--- src/rtl/n16_5_mult.sv ---
// n16_5_mult: registered 16x16 unsigned approximate multiplier.
// Operands are split into 2-bit digits. Digit products whose combined
// weight is low (i+j < 5) use an approximate 2x2 block that returns 7
// for 3*3; every other digit product is exact. The weighted digit
// products are summed combinationally and captured in a single output
// register, giving 1-cycle latency at 1 result per cycle.

// 2x2 digit multiplier; APPROX selects the 3*3 -> 7 variant.
module n16_5_mult_2x2 #(
    parameter bit APPROX = 1'b0
) (
    input  logic [1:0] x,
    input  logic [1:0] y,
    output logic [3:0] p
);
    logic [3:0] exact;

    assign exact = {2'b00, x} * {2'b00, y};

    // The approximate block fits in 3 bits by mapping 9 down to 7.
    always_comb begin
        p = exact;
        if (APPROX && x == 2'd3 && y == 2'd3)
            p = 4'd7;
    end
endmodule

module n16_5_mult (
    input  logic        clk,
    input  logic        rst,
    input  logic        in_valid,
    input  logic [15:0] a,
    input  logic [15:0] b,
    output logic [31:0] Y,
    output logic        out_valid
);
    localparam int DIGITS    = 8;
    localparam int APPROX_LT = 5;

    // Digit-pair products, indexed [i][j] for a digit i, b digit j.
    logic [DIGITS-1:0][DIGITS-1:0][3:0] pp;
    logic [31:0]                        prod;

    for (genvar i = 0; i < DIGITS; i++) begin : g_a
        for (genvar j = 0; j < DIGITS; j++) begin : g_b
            n16_5_mult_2x2 #(
                .APPROX ((i + j) < APPROX_LT)
            ) u_pp (
                .x (a[2*i +: 2]),
                .y (b[2*j +: 2]),
                .p (pp[i][j])
            );
        end
    end

    // Weighted sum of all digit products; the approximation only ever
    // lowers the result, so 32 bits cannot overflow.
    always_comb begin
        prod = '0;
        for (int i = 0; i < DIGITS; i++) begin
            for (int j = 0; j < DIGITS; j++) begin
                prod = prod + ({28'd0, pp[i][j]} << (2 * (i + j)));
            end
        end
    end

    // Output register: load on valid, hold otherwise; reset clears at once.
    always_ff @(posedge clk or posedge rst) begin
        if (rst) begin
            Y         <= '0;
            out_valid <= 1'b0;
        end else begin
            out_valid <= in_valid;
            if (in_valid)
                Y <= prod;
        end
    end
endmodule

--- config.mk ---
export PLATFORM = sky130hd
export DESIGN_NAME = n16_5_mult
export DESIGN_NICKNAME = d
export VERILOG_FILES = /design/src/rtl/n16_5_mult.sv
export SDC_FILE = /design/constraint.sdc
export NUM_CORES = 1
export LEC_CHECK = 0
export CORE_ASPECT_RATIO = 0.5
export CORE_MARGIN = 2
export CORE_UTILIZATION = 30
export DETAILED_ROUTE_END_ITERATION = 8
export PLACE_DENSITY = 0.54
export SLEW_MARGIN = 20
export SYNTH_ARGS = -nofsm -noshare
export SYNTH_HDL_FRONTEND = slang
export SYNTH_SLANG_ARGS = --single-unit
--- constraint.sdc ---
create_clock -name clk -period 1.2 [get_ports clk]
set_input_delay 0.24 -clock clk [delete_from_list [all_inputs] [get_ports clk]]
set_output_delay 0.24 -clock clk [all_outputs]
set_load 0.005 [all_outputs]
==> impl_metrics.csv, run 1 <==
group,metric,value,unit
die,pin_count,68,
synth,synth_edf_count,0,
synth,yosys.cell_types.count,47,
global_route,grt_max_degree,34,
global_route,grt_antenna_before_repair,0,
sta,finalMaxSlewViolations,0,
sta,min_period,5.62,ns
placement,dp_hpwl,25400,µm
synth,yosys.area.top_type,"fa_1",
layout,layout_commonest_cell,"inv_1",
global_route,grt_use_total,16.6,%
route,via_per_inst,4.60,
critical_path,path_max_fanout,6,
synth,avgSynthCellArea,9.35,µm²
layout,nets,1962,
clock_network,numClockSinks,33,
hold_path,hp-class,"in -> async",
global_route,grt_pass1_wl,54100,µm
die,core-area,38700,µm²
critical_path,crit_end,"Y[29]",
die,rows,51,
critical_path,worst-setup-path-type,"in -> reg",
critical_path,end_kind,"register",
layout,n_antenna_cell,0,
critical_path,crit_arrival,5.80,ns
critical_path,reg2reg_depth,2,
sta,relSlewSlack,70.4,%
synth,ys.flop_type,"dfrtp_1",
placement,port_buffers,67,
critical_path,crit_start,"b[10]",
synth,syn_nets,1702,
clock_network,worstSkewPairLatency,0.28,ns
clock_network,h-tree-depth,2,
die,die_w,284,µm
die,initial_core_util,30.4,%
clock_network,cts.clk_slew.worst_paths,0.06,ns
clock_network,cts_made_buffers,5,
sta,period_share,468,%
layout,drive_above_1_share,40.2,%
synth,synth-seq-cells,33,
placement,gp_congestion,0.853,
die,die_y,144,µm
route,vias,9421,
synth,async_flop_share,100,%
placement,pre_cts_ws,-5.22,ns
die,die-area,40900,µm²
status,status,"finished with violations",
clock_network,cts_tree,"done",
route,drt_wl_total,33200,µm
layout,final_cell_mix,"203 x inv_1, 171 x and2_1, 168 x fa_1",
global_route,grt_pass1_vias,10700,
route,dr.pass1.iters,4,
critical_path,rr_startpoint,"Y[15]",
synth,yosys.area.top_type_share,33.7,%
sta,max_freq,178,MHz
clock_network,clock_path_buffers,2,
clock_network,root_buffer,"clkbuf_16",
route,ant_nets,0,
critical_path,cp-start-kind,"primary input",
sta,setup_viol,30,
layout,synthToLayoutAreaGrowth,45.9,%
synth,syn-cell-area,11800,µm²
route,post_drt_wl_per_cell,16.2,µm
status,violations,"negative setup slack",
sta,finalHoldViolations,0,
route,drtIter0Drc,320,
synth,synth_cells,1258,
sta,fin_skew,0,ns
global_route,grt.overflow.total,0,
sta,worst_pin_slew,0.433,ns
sta,rsz0062_at_grt,"true",
critical_path,r2r_slack,0.32,ns
job,max-cap-violations,0,
synth,yosysWarnings,0,
synth,ys_seq_area_share,7.02,%
synth,synth.area.top_cells,"fa_1 34%, ha_1 22%, and2_1 13%, inv_1 8.1%, dfrtp_1 7.0%",
sta,setup_slack,-4.42,ns
clock_network,cts_hold_buf,0,
layout,fill_cells,3634,
critical_path,required,1.38,ns
critical_path,rr_endpoint,"Y[15]",
route,drc,0,
## state kept, by name, indices dropped and copies added (netlist names)
name       flops
Y             32
out_valid      1
## cell usage after synthesis (2+ instances only)
master / n
a2111oi_2: 2
a211oi_1: 5
a21o_1: 4
a21oi_1: 21
a31oi_1: 11
and2_1: 235
and3_1: 2
buf_2: 5
clkbuf_1: 47
dfrtp_1: 33
fa_1: 198
ha_1: 211
inv_1: 253
mux2_2: 20
nand2_1: 64
nand2b_1: 17
nand3_1: 10
nand4_1: 11
nor2_1: 21
nor2b_1: 6
nor3_1: 7
o211ai_1: 10
o21a_1: 4
o21ai_0: 15
o21ai_1: 2
o21bai_1: 3
o311ai_0: 2
o31a_1: 2
o31ai_1: 4
or3_1: 3
xnor2_1: 9
xor2_1: 6
## worst min-delay path by stage
| stage | endpoint | slack [ns] | cells after the start |
|---|---|---|---|
| 2_1_floorplan | out_valid | 0.27 | 0 |
| 3_3_place_gp | Y[9] | 0.48 | 2 |
| 3_5_place_dp | Y[27] | 0.48 | 2 |
| 4_1_cts | Y[27] | 0.31 | 3 |
| 5_1_grt | Y[31] | 0.32 | 3 |
| 6_report | Y[31] | 0.30 | 3 |
## stage by stage
stage,TNS [ns],instances,util [%],cell area [µm²],hold WS [ns]
CTS,-112.57,2035,41.7,16200,0.309
floorplan,-108.43,1258,-,12300,0.271
global route,-112.93,2049,44.3,17200,0.324
global placement,-132.87,1968,37.9,14700,0.482
detailed placement,-134.12,1968,37.9,14700,0.478
finish,-108.79,2049,44.3,17200,0.303
## critical path: stages
cell	delay, ns
clkdlybuf4s15_2	0.26
and2_4	0.18
ha_4	0.16
ha_4	0.23
fa_1	0.51
fa_2	0.58
inv_2	0.04
fa_2	0.52
inv_2	0.04
fa_2	0.41
fa_1	0.52
inv_1	0.06
fa_1	0.49
inv_2	0.05
ha_4	0.26
o211ai_1	0.10
nor2_2	0.25
o2111ai_4	0.20
a2111oi_4	0.44
o211ai_1	0.15
o311ai_1	0.10
## routing by layer
metal  GRT usage, %  routed length (µm)
met1           21.8               15400
met2           30.3               16500
met3           1.99                 992
met4           1.75                 221
met5              0                   0
## cell type report
cell class	count	area, µm²	area share, %
multi-input combinational	919	11700	68.1
clock buffer	5	125	0.729
clock inverter	3	17.5	0.102
sequential	33	826	4.81
timing repair buffer	305	2890	16.8
tap	530	663	3.87
inverter	254	953	5.56
## cells by family after synthesis
group / synth area share [%]
buffers and inverters: 9.82
flip-flops: 7.02
multiplexers: 2.00
AO/OA/AOI/OAI: 5.47
AND/OR/NAND/NOR: 18.2
adder cells (fa/ha/maj): 56.2
XOR/XNOR: 1.31
## what timing repair did
action                     in CTS  in global routing
gates cloned                    5                  1
buffers inserted               55                 33
setup endpoints to repair      64                 40
pin swaps                     168                128
gates resized for setup       346                261
Power of run 1 is left out: the tool's default activity adds up to more than one toggle a clock period on the data nets, which glitch-free logic cannot reach.
==> run 2: changes to the inputs <==
--- a/config.mk
+++ b/config.mk
@@ -10,7 +10,7 @@
 export CORE_UTILIZATION = 30
 export DETAILED_ROUTE_END_ITERATION = 8
 export PLACE_DENSITY = 0.54
-export SLEW_MARGIN = 20
+export SLEW_MARGIN = 15
 export SYNTH_ARGS = -nofsm -noshare
 export SYNTH_HDL_FRONTEND = slang
 export SYNTH_SLANG_ARGS = --single-unit
==> results of run 2 <==
No change in the layout: final DEF, timing and power equal those of run 1.
Power of run 2 is left out for the same reason.
